==> config.mk <==
export PLATFORM = sky130hd
export DESIGN_NAME = hough_peak_select
export DESIGN_NICKNAME = d
export VERILOG_FILES = /design/src/rtl/hough_peak_select_pkg.sv /design/src/rtl/hough_peak_select_peak_reg.sv /design/src/rtl/hough_peak_select.sv
export SDC_FILE = /design/constraint.sdc
export NUM_CORES = 1
export LEC_CHECK = 0
export CORE_MARGIN = 3
export CORE_UTILIZATION = 54
export CTS_BUF_LIST = sky130_fd_sc_hd__clkbuf_2 sky130_fd_sc_hd__clkbuf_4 sky130_fd_sc_hd__clkbuf_8
export DETAILED_ROUTE_END_ITERATION = 16
export GPL_TIMING_DRIVEN = 0
export PLACE_DENSITY = 0.95
export SYNTH_ARGS = -nofsm -noshare
export SYNTH_HDL_FRONTEND = slang
export SYNTH_SLANG_ARGS = --single-unit
==> constraint.sdc <==
create_clock -name clk -period 5.37 [get_ports clk]
set_clock_uncertainty 0.1 [all_clocks]
set_input_delay 1.074 -clock clk [delete_from_list [all_inputs] [get_ports clk]]
set_output_delay 1.074 -clock clk [all_outputs]
set_load 0.02 [all_outputs]
==> src/rtl/hough_peak_select_pkg.sv <==
// Shared widths, queue control codes and FSM state encoding for hough_peak_select.
package hough_peak_select_pkg;

  localparam int unsigned msb_r          = 11;
  localparam int unsigned msb_phi        = 7;
  localparam int unsigned msb_votes      = 7;
  localparam int unsigned msb_ctrl_queue = 3;

  localparam int unsigned PHI_SPLIT_DEFAULT = 90;

  // {en, rw, sel_M[1:0]}
  localparam logic [msb_ctrl_queue:0] CQ_IDLE    = 4'b0000;
  localparam logic [msb_ctrl_queue:0] CQ_PUSH_M1 = 4'b1110;
  localparam logic [msb_ctrl_queue:0] CQ_PUSH_M2 = 4'b1101;

  typedef logic [1:0] state_t;
  localparam state_t ST_SCAN    = 2'd0;
  localparam state_t ST_PUSH_M1 = 2'd1;
  localparam state_t ST_PUSH_M2 = 2'd2;

endpackage

==> src/rtl/hough_peak_select_peak_reg.sv <==
// One half-plane peak tracker: keeps the first strongest qualified cell of the frame.
module peak_reg
  import hough_peak_select_pkg::*;
(
  input  logic               clk_i,
  input  logic               reset_i,
  input  logic               clear_i,
  input  logic               cand_i,
  input  logic [msb_r:0]     r_i,
  input  logic [msb_phi:0]   phi_i,
  input  logic [msb_votes:0] votes_i,
  output logic [msb_r:0]     r_o,
  output logic [msb_phi:0]   phi_o,
  output logic               valid_o
);

  logic [msb_r:0]     r_q;
  logic [msb_phi:0]   phi_q;
  logic [msb_votes:0] votes_q;
  logic               valid_q;
  logic               replace;

  // Strictly greater so a tie keeps the earlier cell.
  assign replace = cand_i & (~valid_q | (votes_i > votes_q));

  always_ff @(posedge clk_i) begin
    if (reset_i) begin
      r_q     <= '0;
      phi_q   <= '0;
      votes_q <= '0;
      valid_q <= 1'b0;
    end else if (clear_i) begin
      // Position is kept; only the compare state restarts for the next frame.
      votes_q <= '0;
      valid_q <= 1'b0;
    end else if (replace) begin
      r_q     <= r_i;
      phi_q   <= phi_i;
      votes_q <= votes_i;
      valid_q <= 1'b1;
    end
  end

  assign r_o     = r_q;
  assign phi_o   = phi_q;
  assign valid_o = valid_q;

endmodule

==> src/rtl/hough_peak_select.sv <==
// Picks strongest left/right Hough peaks per frame and pushes them to the lane queue.
// Optional HOUGH_PEAK_HOLD_EN: a side with no peak reuses the previous frame's pushed peak.
module hough_peak_select
  import hough_peak_select_pkg::*;
#(
  parameter int unsigned PHI_SPLIT = PHI_SPLIT_DEFAULT
) (
  input  logic                    clk,
  input  logic                    reset,
  input  logic                    acc_valid,
  output logic                    acc_ready,
  input  logic [msb_r:0]          acc_r,
  input  logic [msb_phi:0]        acc_phi,
  input  logic [msb_votes:0]      acc_votes,
  input  logic                    acc_last,
  input  logic [msb_votes:0]      threshold,
  output logic [msb_r:0]          M1_r,
  output logic [msb_phi:0]        M1_phi,
  output logic [msb_r:0]          M2_r,
  output logic [msb_phi:0]        M2_phi,
  output logic [msb_ctrl_queue:0] ctrl_queue,
  output logic                    frame_done
);

  localparam logic [msb_phi:0] PhiSplit = PHI_SPLIT[msb_phi:0];

  state_t state_q, state_d;

  logic           beat;
  logic           qual;
  logic           is_left;
  logic           clear;
  logic [msb_r:0] m1_r, m2_r;
  logic [msb_phi:0] m1_phi, m2_phi;
  logic           m1_valid, m2_valid;
  logic           push_m1_en, push_m2_en;

  assign acc_ready = (state_q == ST_SCAN);
  assign beat      = acc_valid & acc_ready;
  assign qual      = beat & (acc_votes >= threshold);
  assign is_left   = (acc_phi < PhiSplit);
  assign clear     = (state_q == ST_PUSH_M2);

  peak_reg u_peak_m1 (
    .clk_i   (clk),
    .reset_i (reset),
    .clear_i (clear),
    .cand_i  (qual & is_left),
    .r_i     (acc_r),
    .phi_i   (acc_phi),
    .votes_i (acc_votes),
    .r_o     (m1_r),
    .phi_o   (m1_phi),
    .valid_o (m1_valid)
  );

  peak_reg u_peak_m2 (
    .clk_i   (clk),
    .reset_i (reset),
    .clear_i (clear),
    .cand_i  (qual & ~is_left),
    .r_i     (acc_r),
    .phi_i   (acc_phi),
    .votes_i (acc_votes),
    .r_o     (m2_r),
    .phi_o   (m2_phi),
    .valid_o (m2_valid)
  );

`ifdef HOUGH_PEAK_HOLD_EN
  logic [msb_r:0]   hold1_r_q, hold2_r_q;
  logic [msb_phi:0] hold1_phi_q, hold2_phi_q;
  logic             hold1_valid_q, hold2_valid_q;

  // Capture what this frame actually pushed from its own cells; hold flags clear only on reset.
  always_ff @(posedge clk) begin
    if (reset) begin
      hold1_r_q     <= '0;
      hold1_phi_q   <= '0;
      hold1_valid_q <= 1'b0;
      hold2_r_q     <= '0;
      hold2_phi_q   <= '0;
      hold2_valid_q <= 1'b0;
    end else if (state_q == ST_PUSH_M2) begin
      if (m1_valid) begin
        hold1_r_q     <= m1_r;
        hold1_phi_q   <= m1_phi;
        hold1_valid_q <= 1'b1;
      end
      if (m2_valid) begin
        hold2_r_q     <= m2_r;
        hold2_phi_q   <= m2_phi;
        hold2_valid_q <= 1'b1;
      end
    end
  end

  assign push_m1_en = m1_valid | hold1_valid_q;
  assign push_m2_en = m2_valid | hold2_valid_q;
  assign M1_r   = (!m1_valid && hold1_valid_q) ? hold1_r_q   : m1_r;
  assign M1_phi = (!m1_valid && hold1_valid_q) ? hold1_phi_q : m1_phi;
  assign M2_r   = (!m2_valid && hold2_valid_q) ? hold2_r_q   : m2_r;
  assign M2_phi = (!m2_valid && hold2_valid_q) ? hold2_phi_q : m2_phi;
`else
  assign push_m1_en = m1_valid;
  assign push_m2_en = m2_valid;
  assign M1_r   = m1_r;
  assign M1_phi = m1_phi;
  assign M2_r   = m2_r;
  assign M2_phi = m2_phi;
`endif

  always_comb begin
    state_d = state_q;
    case (state_q)
      ST_SCAN:    if (beat && acc_last) state_d = ST_PUSH_M1;
      ST_PUSH_M1: state_d = ST_PUSH_M2;
      ST_PUSH_M2: state_d = ST_SCAN;
      default:    state_d = ST_SCAN;
    endcase
  end

  always_ff @(posedge clk) begin
    if (reset) begin
      state_q <= ST_SCAN;
    end else begin
      state_q <= state_d;
    end
  end

  // Masked by reset so an aborted push never presents a write on the reset cycle.
  always_comb begin
    ctrl_queue = CQ_IDLE;
    frame_done = 1'b0;
    if (!reset) begin
      case (state_q)
        ST_PUSH_M1: ctrl_queue = push_m1_en ? CQ_PUSH_M1 : CQ_IDLE;
        ST_PUSH_M2: begin
          ctrl_queue = push_m2_en ? CQ_PUSH_M2 : CQ_IDLE;
          frame_done = 1'b1;
        end
        default: ctrl_queue = CQ_IDLE;
      endcase
    end
  end

endmodule

* Yosys cells after proc, flatten, opt, wreduce, memory -nomap -nowiden
Cells that the tools add are included.
** Operators by class
- Add/subtract/negate cells :: 0
- Multiply operators :: 0
- Div/mod/pow operators :: 0
- $lt $le $gt $ge :: 4
- Eq/ne operators :: 3
- Shift operators :: 0
- Muxes and demuxes :: 8
- Bitwise gates (word level) :: 12
- Reduce and logical (&&, ||, !) cells :: 5
** Operator list (number)
- $gt 8x8->1 :: 2
- $mux 4 :: 3
- $ge 8x8->1 :: 1
- $lt 8x7->1 const B :: 1
- $pmux 4 s2 :: 1
- $and 1x1->1 :: 6
- $not 1->1 :: 4
- $pmux 2 s2 :: 1
- $reduce_and 2->1 :: 2
- $eq 2x1->1 const B :: 1
- $eq 2x2->1 const B :: 1
- $logic_not 2->1 :: 1
- $mux 1 :: 2
- $mux 2 :: 1
- $ne 2x1->1 const B :: 1
- $or 1x1->1 :: 2
- $reduce_or 2->1 :: 1
- $logic_and 1x1->1 :: 1
** Word-level totals
- Bits in registers :: 60
- Bits in latches :: 0
- RAM bits :: 0
- ROM bits :: 0
- Bits of input ports :: 40
- Memories kept :: 0

* Longest topological paths before layout
Gate-level depths: netlist of run 1.
- Depth in word-level cells :: 6
- Mapped depth :: 9

* Cells and area by module
From an unflattened synthesis of run 1, not the netlist that was laid out.
** Unflattened totals
- Cell total of the unflattened synthesis :: 375
- Area total of the unflattened synthesis :: 3291.9 um2
** By module, submodules not included
- peak_reg :: instances 2, cells an instance 162, area each 1440.1 um2, sequential area each 580.6 um2
- hough_peak_select :: instances 1, cells an instance 51, area each 411.6 um2, sequential area each 40.0 um2

* Least setup slack after synthesis of run 1
No wires, ideal clock.
- Kind :: input to output
- Start :: input port reset
- End :: output port ctrl_queue[3]
- Arrival :: 2.217 ns
- Required time :: 4.196 ns
- Setup slack :: 1.979 ns
- Stages :: 5
- Path through :: clkbuf_1 -> clkbuf_1 -> nor2_1 -> a21o_1 -> buf_4
** Between the ends
- Longest elaborated chain between the ends :: 1
** Ends and longest elaborated chain
- from (decl) :: RTL line hough_peak_select.sv:9 : input logic reset,
- $mux 4 :: RTL line hough_peak_select.sv:135 : if (!reset) begin
- to (decl) :: RTL line hough_peak_select.sv:21 : output logic [msb_ctrl_queue:0] ctrl_queue,
No other way between the ends.

* Worst setup path after layout of run 1
Same ends and word-level chain as after synthesis.

==> impl_metrics.toml, run 1 <==
[timing]
rsz0062_at_grt = "no"
finalWorstSetupSlack_ns = 0.902
fin_crit_sh = 0.832
final.setup.tns_ns = 0
fmax_mhz = 224
tightestPinTransition_ns = 0.595
setup_viol = 0
relSlewSlack = 0.600
hold_viol = 0
final.min_clock_period_ns = 4.47
final_max_slew_viol_count = 0

[clocking]
cts-root-buf = "clkbuf_8"
ctsHoldBuffers = 0
cts.path.max_buffers = 2
clock_latency_ns = 0.34
post_cts.repair.setup_buffers = 0
cts_max_level = 3
numCtsBuffers = 9
cts_tree = "built"
cts_num_sinks = 60
clk_pin_slew_worst_paths_ns = 0.07
ctsResizeCount = 0

[die]
dieWidth_um = 82.5
io_pins = 86
coreArea_um2 = 5570
fp.dieArea_um2 = 6810
start_util = 0.567
die_y_um = 82.5
rows = 27

[drt]
wl_per_cell_um = 16.2
drt-pass1-iter-count = 4
vias = 2649
viasPerCell = 5.28
drtIter0Drc = 197
postRouteAntennaNets = 0
wirelength_um = 8120
drc_errors = 0

[layout]
syn2layout_area_growth_pct = 36.4
final_nets = 493
final_common_cell = "clkdlybuf4s50_1"
antenna_cells = 0
drive_gt1_frac = 0.0674
layout_common_cells = "clkdlybuf4s50_1 (85), nand2b_1 (62), dfxtp_1 (60)"

[power_and_ir_drop]
p_leak_nw = 1.67
clkPwrFrac = 0.389
finalPower_mw = 1.10
seqPwrFrac = 0.432
p_per_area_nw_per_um2 = 255
p_int_mw = 0.805
p_sw_mw = 0.297
peakVddDrop_v = 0.000204
combPwrFrac = 0.179
switching_share = 0.269

[global_routing]
grtUsageTotal = 0.255
grt_pass1_vias = 2790
grt_pass1_wl_um = 12900
antenna_found_initial = 0
overflow = 0
grt_start_max_net_pins = 12

[logic_synthesis]
synth-adder-area-share = 0.111
synth_compound_area_frac = 0.0550
synth_xor_area_frac = 0
synth.top_cells.by_area = "dfxtp_1 (38%), mux2i_1 (17%), nand2b_1 (12%)"
synth_top_family_by_area = "simple AND/OR/NAND/NOR gates"
syn-num-nets = 397
synthSimpleGateAreaFrac = 0.214
yosys.area.top_type = "dfxtp_1"
synth_cell_type_count = 33
synthesis.area_per_instance_um2 = 9.61
ys_warn_count = 0
netlist_instances = 329
ys_seq_area_frac = 0.380
netlist_area_um2 = 3160
synthMuxAreaShare = 0.174
synth-seq-cells = 60
netlist.area_leader.share = 0.380

[setup_path]
end_kind = "primary output"
cp.required_ns = 4.20
critPathArrivalTime_ns = 3.29
cp_max_fo = 10
crit_type = "input pin to primary output"
start_kind = "input pin"

[outcome]
outcome = "finished clean"

[place]
dp_hpwl_um = 6040
gp_congestion = 0.794
place_worst_setup_slack_ns = 0.939
buffer_ports.inserted = 85

[flow_run]
drv_cap = 0

[worst_hold_path]
hold_path.class = "register to register"
## power by group through the flow
stage | clock network [mW] | registers [mW] | logic [mW]
4_1_cts | 0.433 | 0.475 | 0.198
3_5_place_dp | 0 | 0.485 | 0.196
5_1_grt | 0.455 | 0.477 | 0.215
2_1_floorplan | 0 | 0.497 | 0.0980
3_3_place_gp | 0 | 0.484 | 0.188
6_report | 0.428 | 0.476 | 0.198
## cell families (layout without fill, tap and decap cells)
family	Yosys count	after routing
compound gates	25	25
fa+ha+maj	28	28
buf+inv	43	144
simple gates	118	118
mux	55	55
flops	60	60
## per-stage QoR
| step | cell area, um2 | utilization | cells | hold WS, ns |
|---|---|---|---|---|
| floorplan | 3160 | - | 329 | 0.335 |
| global placement | 4100 | 0.736 | 486 | 0.343 |
| detailed placement | 4100 | 0.736 | 486 | 0.352 |
| CTS | 4310 | 0.774 | 502 | 0.361 |
| global route | 4310 | 0.774 | 502 | 0.382 |
| finish | 4310 | 0.774 | 502 | 0.358 |
## final timing paths
check        cells after the start              endpoint                  from  slack (ns)
max                              7         ctrl_queue[3]                 reset        0.90
min                              2  u_peak_m1.votes_q[3]  u_peak_m1.votes_q[3]        0.36
max reg2reg                      8    u_peak_m1.phi_o[6]            state_q[0]        3.00
min reg2reg                      2  u_peak_m1.votes_q[3]  u_peak_m1.votes_q[3]        0.36
## layout make-up
cell class,instances,area (um2)
buffer,15,103
clock buffer,11,151
clock inverter,5,60.1
fill,367,1260
inverter,28,105
multi-input combinational,226,1750
sequential,60,1200
tap,72,90.1
timing repair buffer,85,851
## registers in the layout (all words and copies together), names as in the netlist
name / cells
u_peak_m2.phi_o: 8
u_peak_m1.r_o: 12
u_peak_m2.valid_o: 1
u_peak_m1.phi_o: 8
u_peak_m1.valid_o: 1
u_peak_m1.votes_q: 8
state_q: 2
u_peak_m2.votes_q: 8
u_peak_m2.r_o: 12
## Yosys cell counts
cell type and number:
a211oi_1 2, nor2_1 6, buf_6 5, nand3_1 1, nor4_2 1, nor4_4 1, nor3_1 2, a21oi_1 9
nand2b_1 62, clkbuf_1 8, buf_4 1, ha_1 28, nor2b_1 3, o21ai_2 1, a2111oi_2 1, dlygate4sd1_1 1
o21bai_2 1, a21o_1 2, inv_1 28, o21a_1 1, nor3_4 1, a221oi_1 1, nor3b_1 1, mux2i_1 55
o21ai_0 2, nor3_2 1, nand4_1 5, or3_1 1, dfxtp_1 60, o211ai_1 3, a21boi_0 2, and3_1 2
nand2_1 31
## routing by layer
metal  share of wire  GRT usage  vias to the layer above
met3           0.068     0.0759                       20
li1                -          -                     1293
met2            0.51      0.430                       86
met5               0          0                        -
met4           0.022      0.121                        0
met1            0.40      0.294                     1250
## worst max-delay path, cell delays in order
cell             delay [ns]
clkdlybuf4s50_1        0.48
clkbuf_1               0.39
clkbuf_1               0.36
nor2_1                 0.12
a21o_1                 0.20
buf_4                  0.12
clkdlybuf4s50_1        0.52
Note: power is estimated with default switching activity, not from simulation.
==> run 2: changes to the inputs <==
--- a/config.mk
+++ b/config.mk
@@ -6,11 +6,11 @@
 export NUM_CORES = 1
 export LEC_CHECK = 0
 export CORE_MARGIN = 3
-export CORE_UTILIZATION = 54
+export CORE_UTILIZATION = 45
 export CTS_BUF_LIST = sky130_fd_sc_hd__clkbuf_2 sky130_fd_sc_hd__clkbuf_4 sky130_fd_sc_hd__clkbuf_8
 export DETAILED_ROUTE_END_ITERATION = 16
 export GPL_TIMING_DRIVEN = 0
-export PLACE_DENSITY = 0.95
+export PLACE_DENSITY = 0.88
 export SYNTH_ARGS = -nofsm -noshare
 export SYNTH_HDL_FRONTEND = slang
 export SYNTH_SLANG_ARGS = --single-unit
==> constraint.sdc (replaced) <==
create_clock -name clk -period 3.8 [get_ports clk]
set_clock_uncertainty 0.1 [all_clocks]
set_input_delay 0.76 -clock clk [delete_from_list [all_inputs] [get_ports clk]]
set_output_delay 0.76 -clock clk [all_outputs]
set_load 0.02 [all_outputs]
==> impl_metrics.toml, run 2 (same netlist as run 1, synthesis figures left out) <==
[die]
dieWidth_um = 89.8
start_util = 0.481
coreArea_um2 = 6570
io_pins = 86
die_y_um = 89.8
rows = 29
fp.dieArea_um2 = 8070

[setup_path]
reg2reg_depth = 6
r2r_start = "state_q[0]"
start_kind = "input pin"
cp.required_ns = 2.94
end_kind = "primary output"
cp_max_fo = 10
reg2reg_slack_ns = 1.49
worstReg2RegEnd = "u_peak_m2.votes_q[7]"
critPathArrivalTime_ns = 2.68
crit_type = "input pin to primary output"

[power_and_ir_drop]
clkPwrFrac = 0.373
p_int_mw = 1.11
p_sw_mw = 0.404
p_leak_nw = 1.67
seqPwrFrac = 0.444
combPwrFrac = 0.184
peakVddDrop_v = 0.000223
finalPower_mw = 1.51
switching_share = 0.267
p_per_area_nw_per_um2 = 349

[drt]
wl_per_cell_um = 14.4
vias = 2583
drt-pass1-iter-count = 4
drc_errors = 0
drtIter0Drc = 52
wirelength_um = 7530
postRouteAntennaNets = 0
viasPerCell = 4.94

[place]
placed_cells = 507
dp_hpwl_um = 5670
buffer_ports.inserted = 85
place_worst_setup_slack_ns = -0.0144
gp_congestion = 0.938

[clocking]
post_cts.repair.setup_buffers = 0
cts_num_sinks = 60
cts.path.max_buffers = 2
clk_pin_slew_worst_paths_ns = 0.06
cts-root-buf = "clkbuf_8"
cts_max_level = 3
cts_tree = "built"
clock_latency_ns = 0.33
numCtsBuffers = 9

[timing]
finalWorstSetupSlack_ns = 0.263
tightestPinTransition_ns = 0.639
final.min_clock_period_ns = 3.54
final_max_slew_viol_count = 0
relSlewSlack = 0.572
fmax_mhz = 283
rsz0062_at_grt = "no"
final.setup.tns_ns = 0
setup_viol = 0
hold_viol = 0
fin_crit_sh = 0.931

[outcome]
outcome = "finished clean"

[worst_hold_path]
holdPathStages = 2
hp-start = "u_peak_m1.votes_q[7]"
hold_path.class = "register to register"
holdPathEnd = "u_peak_m1.votes_q[7]"

[global_routing]
overflow = 0
grt_pass1_wl_um = 12600
grtUsageTotal = 0.189
grt_start_max_net_pins = 12
antenna_found_initial = 0
grt_pass1_vias = 2723

[flow_run]
drv_cap = 0

[layout]
stdcell_count = 523
final_core_util = 0.659
final_common_cell = "clkdlybuf4s50_1"
final_nets = 493
multiInputGateArea_um2 = 1750
syn2layout_area_growth_pct = 36.9
layout_common_cells = "clkdlybuf4s50_1 (85), nand2b_1 (62), dfxtp_1 (60)"
regArea_um2 = 1200
antenna_cells = 0
filler_cell_count = 550
drive_gt1_frac = 0.0721
-- run 2: cell types whose count changed in the layout (fill, tap and decap cells not counted) --
cell	before	now
clkbuf_1	8	6
clkbuf_2	0	2
clkbuf_8	11	9
clkbuf_4	0	1
clkinv_2	1	2
-- run 2: routing by layer --
metal | part of all wire | up-vias | GRT usage
li1 | - | 1294 | -
met1 | 0.44 | 1208 | 0.231
met2 | 0.50 | 65 | 0.325
met3 | 0.035 | 16 | 0.0292
met4 | 0.024 | 0 | 0.0868
met5 | 0 | - | 0
-- run 2: layout make-up --
type | count | area share
inverters | 28 | 0.0243
multi-input cells | 226 | 0.405
clock buffers | 10 | 0.0304
repair buffers | 85 | 0.197
clock inverters | 6 | 0.0150
plain buffers | 15 | 0.0243
flip-flops and latches | 60 | 0.278
well taps | 93 | 0.0269
-- run 2: power by group through the flow --
| stage | clock network (mW) | logic [mW] | registers [mW] |
|---|---|---|---|
| finish | 0.564 | 0.278 | 0.671 |
| global route | 0.603 | 0.303 | 0.674 |
| CTS | 0.581 | 0.280 | 0.671 |
| detailed placement | 0 | 0.276 | 0.685 |
| global placement | 0 | 0.269 | 0.684 |
| floorplan | 0 | 0.138 | 0.703 |
-- run 2: timing repair --
item	in CTS	in global routing
resized for setup	1	2
hold endpoints to repair	0	0
setup endpoints to repair	1	1
hold buffers	0	0
-- run 2: how the worst max path moves through the flow --
stage	startpoint	end	slack, ns
5_1_grt	reset	ctrl_queue[3]	0.16
3_3_place_gp	reset	ctrl_queue[3]	-0.01
3_5_place_dp	reset	ctrl_queue[3]	-0.01
4_1_cts	reset	ctrl_queue[3]	0.09
6_report	reset	ctrl_queue[3]	0.26
2_1_floorplan	reset	ctrl_queue[3]	1.04
-- run 2: through the flow --
stage	area [um2]	hold WS, ns
after floorplan	3160	0.335
after global placement	4130	0.346
after detailed placement	4130	0.353
after CTS	4330	0.362
after global routing	4330	0.382
final	4330	0.358
-- run 2: worst max-delay path: stages --
cell and delay [ns]:
clkdlybuf4s50_1 0.50, clkbuf_2 0.23, clkbuf_2 0.24, nor2_1 0.10, a21o_1 0.19, buf_4 0.12
clkdlybuf4s50_1 0.53
